[src/rtl/seg_scan_reader.sv]
// Seven-segment scan receiver. It registers the multiplexed segment bus, waits for each digit
// to stay stable, decodes the 3-bit value and dp, and reports captures, frames and illegal patterns.
module seg_scan_reader #(
    parameter int NUM_DIGITS    = 8,
    parameter int STABLE_CYCLES = 4
) (
    input  logic                    clk,
    input  logic                    rst_n,
    input  logic [8:0]              seg,
    input  logic [NUM_DIGITS-1:0]   dig_sel,
    input  logic                    err_clr,
    output logic [3*NUM_DIGITS-1:0] digits,
    output logic [NUM_DIGITS-1:0]   dps,
    output logic                    cap_valid,
    output logic [2:0]              cap_idx,
    output logic                    cap_err,
    output logic                    frame_done,
    output logic                    err_sticky
);

    localparam logic [7:0] STABLE = 8'(STABLE_CYCLES);

    typedef enum logic [1:0] {IDLE, SETTLE, CAPTURE, HOLD} state_e;

    function automatic logic one_hot_low(input logic [NUM_DIGITS-1:0] sel);
        logic [NUM_DIGITS-1:0] act;
        act = ~sel;
        return (act != '0) && ((act & (act - NUM_DIGITS'(1))) == '0);
    endfunction

    function automatic logic [2:0] low_index(input logic [NUM_DIGITS-1:0] sel);
        logic [2:0] idx;
        idx = '0;
        for (int i = 0; i < NUM_DIGITS; i++) begin
            if (!sel[i]) idx = 3'(i);
        end
        return idx;
    endfunction

    // Returns {illegal, value}; anything outside the 0-7 table decodes as 0.
    function automatic logic [3:0] decode(input logic [6:0] p);
        case (p)
            7'h3F:   decode = 4'b0_000;
            7'h06:   decode = 4'b0_001;
            7'h5B:   decode = 4'b0_010;
            7'h4F:   decode = 4'b0_011;
            7'h66:   decode = 4'b0_100;
            7'h6D:   decode = 4'b0_101;
            7'h7D:   decode = 4'b0_110;
            7'h07:   decode = 4'b0_111;
            default: decode = 4'b1_000;
        endcase
    endfunction

    logic [7:0]              seg_q, seg_d;
    logic [NUM_DIGITS-1:0]   sel_q, sel_d;
    logic [7:0]              cnt_q, cnt_d;
    state_e                  state_q, state_d;
    logic [3*NUM_DIGITS-1:0] digits_q, digits_d;
    logic [NUM_DIGITS-1:0]   dps_q, dps_d;
    logic [NUM_DIGITS-1:0]   seen_q, seen_d;
    logic                    cap_valid_q, cap_valid_d;
    logic [2:0]              cap_idx_q, cap_idx_d;
    logic                    cap_err_q, cap_err_d;
    logic                    frame_done_q, frame_done_d;
    logic                    err_sticky_q, err_sticky_d;

    logic                    changed;
    logic                    sel_ok;
    logic                    in_ok;
    logic [3:0]              dec;
    logic [2:0]              idx;
    logic [NUM_DIGITS-1:0]   seen_next;
    logic                    seg_unused;

    assign seg_unused = seg[8];

    // A change is a new sample that differs from the one currently held in the input stage.
    assign changed = {seg[7:0], dig_sel} != {seg_q, sel_q};
    assign sel_ok  = one_hot_low(sel_q);
    assign in_ok   = one_hot_low(dig_sel);

    always_comb begin
        // NOTE: every combinational output gets a default first so no path leaves it unassigned (no latch).
        seg_d = seg[7:0];
        sel_d = dig_sel;
        cnt_d = cnt_q;
        if (changed || !sel_ok) begin
            cnt_d = '0;
        end else if (cnt_q != STABLE) begin
            cnt_d = cnt_q + 8'd1;
        end
    end

    always_comb begin
        state_d = state_q;
        case (state_q)
            IDLE:    if (sel_ok) state_d = SETTLE;
            SETTLE: begin
                if (cnt_d == STABLE) state_d = CAPTURE;
                else if (!sel_ok)    state_d = IDLE;
            end
            CAPTURE: state_d = HOLD;
            HOLD:    if (cnt_d != STABLE) state_d = in_ok ? SETTLE : IDLE;
            default: state_d = IDLE;
        endcase
    end

    always_comb begin
        digits_d     = digits_q;
        dps_d        = dps_q;
        seen_d       = seen_q;
        cap_valid_d  = 1'b0;
        cap_idx_d    = cap_idx_q;
        cap_err_d    = 1'b0;
        frame_done_d = 1'b0;
        dec          = decode(seg_q[6:0]);
        idx          = low_index(sel_q);
        seen_next    = seen_q | (NUM_DIGITS'(1) << idx);
        if (state_d == CAPTURE) begin
            cap_valid_d            = 1'b1;
            cap_idx_d              = idx;
            cap_err_d              = dec[3];
            digits_d[3*idx +: 3]   = dec[2:0];
            dps_d[idx]             = seg_q[7];
            if (&seen_next) begin
                frame_done_d = 1'b1;
                seen_d       = '0;
            end else begin
                seen_d       = seen_next;
            end
        end
        err_sticky_d = cap_err_d ? 1'b1 : (err_clr ? 1'b0 : err_sticky_q);
    end

    // NOTE: sequential state uses non-blocking assignments so all flops update from pre-edge values.
    always_ff @(posedge clk or negedge rst_n) begin
        if (!rst_n) begin
            seg_q        <= '0;
            sel_q        <= '1;
            cnt_q        <= '0;
            state_q      <= IDLE;
            digits_q     <= '0;
            dps_q        <= '0;
            seen_q       <= '0;
            cap_valid_q  <= 1'b0;
            cap_idx_q    <= '0;
            cap_err_q    <= 1'b0;
            frame_done_q <= 1'b0;
            err_sticky_q <= 1'b0;
        end else begin
            seg_q        <= seg_d;
            sel_q        <= sel_d;
            cnt_q        <= cnt_d;
            state_q      <= state_d;
            digits_q     <= digits_d;
            dps_q        <= dps_d;
            seen_q       <= seen_d;
            cap_valid_q  <= cap_valid_d;
            cap_idx_q    <= cap_idx_d;
            cap_err_q    <= cap_err_d;
            frame_done_q <= frame_done_d;
            err_sticky_q <= err_sticky_d;
        end
    end

    assign digits     = digits_q;
    assign dps        = dps_q;
    assign cap_valid  = cap_valid_q;
    assign cap_idx    = cap_idx_q;
    assign cap_err    = cap_err_q;
    assign frame_done = frame_done_q;
    assign err_sticky = err_sticky_q;

endmodule

[config.mk]
export PLATFORM = sky130hd
export DESIGN_NAME = seg_scan_reader
export DESIGN_NICKNAME = d
export VERILOG_FILES = /design/src/rtl/seg_scan_reader.sv
export SDC_FILE = /design/constraint.sdc
export NUM_CORES = 1
export LEC_CHECK = 0
export CAP_MARGIN = 25
export CORE_UTILIZATION = 30
export DETAILED_ROUTE_END_ITERATION = 10
export GPL_TIMING_DRIVEN = 1
export MAX_ROUTING_LAYER = met4
export PLACE_DENSITY = 0.58
export SLEW_MARGIN = 15
export SYNTH_ARGS = -nofsm -noshare
export SYNTH_HDL_FRONTEND = slang
export SYNTH_SLANG_ARGS = --single-unit
[constraint.sdc]
create_clock -name clk -period 5 [get_ports clk]
set_input_delay 0.5 -clock clk [delete_from_list [all_inputs] [get_ports clk]]
set_output_delay 0.5 -clock clk [all_outputs]
set_load 0.01 [all_outputs]
==> impl_metrics.csv <==
group,metric,value,unit
status,outcome,"completed",
die,die_h,117,µm
clock_tree,cts_inserted_buffers,9,
global_routing,grt_pass1_vias,2892,
final_layout,layout.nets,449,
clock_tree,cts-hold-fix-buffers,0,
timing,hold_viol_final,0,
logic_synthesis,synth.lib_cells_used.distinct,58,
place,numPortBuffers,57,
die,ioPinCount,59,
routing,drt-wirelength-per-cell,14.9,µm
routing,ant_nets,0,
worst_setup_path,cp_data_required_time,5.18,ns
routing,first_iter_violations,141,
place,hpwl,6410,µm
timing,slew_headroom,54.9,%
logic_synthesis,synth.cell_area,3950,µm²
clock_tree,cts_max_level,3,
routing,drc,0,
clock_tree,clkLatencyLatePin,0.33,ns
clock_tree,cts_resized,0,
logic_synthesis,ys_warn_count,0,
die,rows,41,
global_routing,grt_max_degree,74,
place,place_ws,1.47,ns
die,die_area,13600,µm²
worst_setup_path,cp-end-kind,"register",
logic_synthesis,synth_area_per_cell,10.6,µm²
global_routing,antenna_found_initial,0,
timing,fmax,0.288,GHz
timing,setup_viol_count_final,0,
global_routing,grt_pass1_wl,14700,µm
die,die_w,117,µm
timing,tns,0,ns
timing,fin_ws,1.52,ns
worst_setup_path,rrSetupSlack,1.52,ns
logic_synthesis,ys_seq_area_share,46.5,%
final_layout,n_antenna_cell,0,
die,core_area,12700,µm²
worst_setup_path,path_max_fanout,14,
worst_setup_path,crit_buf_inv,1,
timing,rsz0062_at_grt,"no",
final_layout,fill_cells,1298,
global_routing,grtUsageTotal,14.5,%
clock_tree,cts_sinks,73,
clock_tree,cts_tree,"done",
clock_tree,clockBufferDepth,2,
timing,slew_violations,0,
final_layout,drive_above_1_share,15.5,%
run,cap_violations,0,
worst_setup_path,cp_common_cell,"o21ai_0",
power,ir_worst_vdd,0.137,mV
worst_hold_path,holdCritPathClass,"in -> async",
routing,routed_wl,8910,µm
final_layout,final_util,39.1,%
final_layout,fin_cells,598,
worst_setup_path,reg2reg_to,"seen_q[4]",
power,leakagePower,2.14,nW
routing,vias,2975,
worst_setup_path,critical_path_arrival,3.66,ns
final_layout,mostFrequentLayoutCell,"dfrtp_1",
timing,fin_crit_sh,69.6,%
timing,finalCriticalPeriod,3.48,ns
clock_tree,cts_setup_buffers,0,
routing,dr.pass1.iters,6,
worst_setup_path,cpPeakStageDelay,0.59,ns
logic_synthesis,ys_seq_elements,73,
worst_setup_path,crit_family,"compound AO/OA/AOI/OAI gates",
power,total_power,1.35,mW
logic_synthesis,ys.flop_type,"dfrtp_1",
final_layout,areaGrowthSynthToFinish,26.1,%
place,placed_cells,581,
timing,finClkSkew,0.00709,ns
routing,detail_route.vias_per_cell,4.97,
final_layout,layout.cells.most_common_list,"65 x dfrtp_1, 56 x clkdlybuf4s50_1, 31 x inv_1, 23 x xor2_1, 23 x mux2_2",
die,initial_core_util,31.0,%
worst_setup_path,crit_path_top_delay_cell,"dfstp_2",
worst_setup_path,criticalPathCategory,"reg -> reg",
timing,tightest_slew,0.672,ns
logic_synthesis,synthesis.nets,399,
clock_tree,cts-root-buf,"clkbuf_16",
place,routabilityCongestion,0.886,
worst_setup_path,ff2ff_path_depth,12,
logic_synthesis,syn_inst,371,
worst_setup_path,start_kind,"register",
power,power_density,271,nW/µm²
logic_synthesis,synth_edf_count,0,
global_routing,overflow,0,
logic_synthesis,async_flop_share,100,%
worst_setup_path,crit_chain,"nand2b_1, a21boi_0, o21ai_0, and2_1, inv_1, ha_1, o21ai_0, a21oi_1, o21ai_0, a2111o_1, a211oi_2, a21oi_1",
clock_tree,path_clk_slew,0.06,ns
worst_setup_path,rr_startpoint,"sel_q[2]",
report_power, final:
part	internal, mW	total (mW)	switching, mW
Sequential	0.601	0.616	0.0148
Clock	0.412	0.644	0.232
Combinational	0.0371	0.0880	0.0509
registers in the layout (all words and copies together) (netlist names):
register    flops
seen_q          8
cap_idx         3
cap_valid       1
err_sticky      1
cap_err         1
state_q         2
dps             8
cnt_q           8
frame_done      1
sel_q           8
seg_q           8
digits         24
worst register-to-register path, cell delays in order, from the launching register on:
cell      delay (ns)
dfstp_2         0.59
nand2b_1        0.07
a21boi_0        0.15
o21ai_0         0.08
and2_1          0.34
inv_1           0.30
ha_1            0.35
o21ai_0         0.13
a21oi_1         0.13
o21ai_0         0.10
a2111o_1        0.40
a211oi_2        0.59
a21oi_1         0.09
kinds of logic (layout without fill, tap and decap cells):
kind of cell,Yosys count,count (layout),synth area share (%)
adders and majority gates,10,10,3.04
muxes,36,36,9.85
AOI/OAI and AO/OA,68,68,12.9
xor gates and xnor gates,26,26,5.77
and+or+nand+nor,101,101,15.7
buffers and inverters,57,112,6.24
DFF,73,73,46.5
synthesized netlist by cell type (2+ instances only):
cell type	number	area, µm²
nor2_1	19	71.3
nand2b_1	5	31.3
xor2_1	23	201
mux2_2	23	259
buf_2	6	30.0
and2_1	2	12.5
buf_6	3	33.8
nand4b_1	3	26.3
o31ai_1	3	22.5
mux2i_1	13	130
a21o_1	3	22.5
a31oi_1	2	12.5
clkbuf_2	2	10.0
xnor2_1	3	26.3
nor4_1	3	18.8
inv_1	31	116
a21oi_1	17	85.1
or2_2	2	12.5
clkbuf_1	13	48.8
o211ai_1	4	30.0
dfrtp_1	65	1630
nor3_1	7	35.0
maj3_1	2	20.0
o2111ai_1	22	193
nand3_1	15	75.1
nor4_2	3	37.5
nor2b_1	4	25.0
nor3b_1	7	52.6
ha_1	8	100
dfstp_2	8	210
nand2_1	15	56.3
nand4_1	5	31.3
o21ai_0	4	20.0
o22ai_1	2	12.5
layer usage:
metal | vias to the layer above | GRT usage [%] | wire (µm)
met5 | - | - | 0
li1 | 1431 | - | -
met4 | 0 | 4.73 | 119
met1 | 1477 | 18.8 | 4240
met2 | 58 | 22.0 | 4260
met3 | 9 | 3.58 | 291
worst max path at each step:
stage	startpoint	to	cells past startpoint
3_5_place_dp	dig_sel[0]	digits[17]	8
6_report	sel_q[2]	seen_q[4]	12
3_3_place_gp	dig_sel[4]	digits[15]	8
5_1_grt	sel_q[2]	seen_q[0]	12
4_1_cts	sel_q[7]	digits[17]	7
2_1_floorplan	sel_q[5]	seen_q[0]	12
layout make-up:
class	count	area [µm²]	area share, %
multi-input cells	241	1870	37.5
flip-flops and latches	73	1840	36.9
repair buffers	64	641	12.9
clock buffers	13	260	5.23
well taps	172	215	4.32
inverters	32	120	2.41
clock inverters	3	40.0	0.804
through the flow:
| step | hold WS, ns | area, µm² |
|---|---|---|
| after floorplan | 0.204 | 3950 |
| after global placement | 0.494 | 4650 |
| after global routing | 0.124 | 4980 |
| final | 0.0920 | 4980 |
| after CTS | 0.352 | 4950 |
| after detailed placement | 0.493 | 4650 |
No activity file was read; power rests on OpenSTA's default activity.
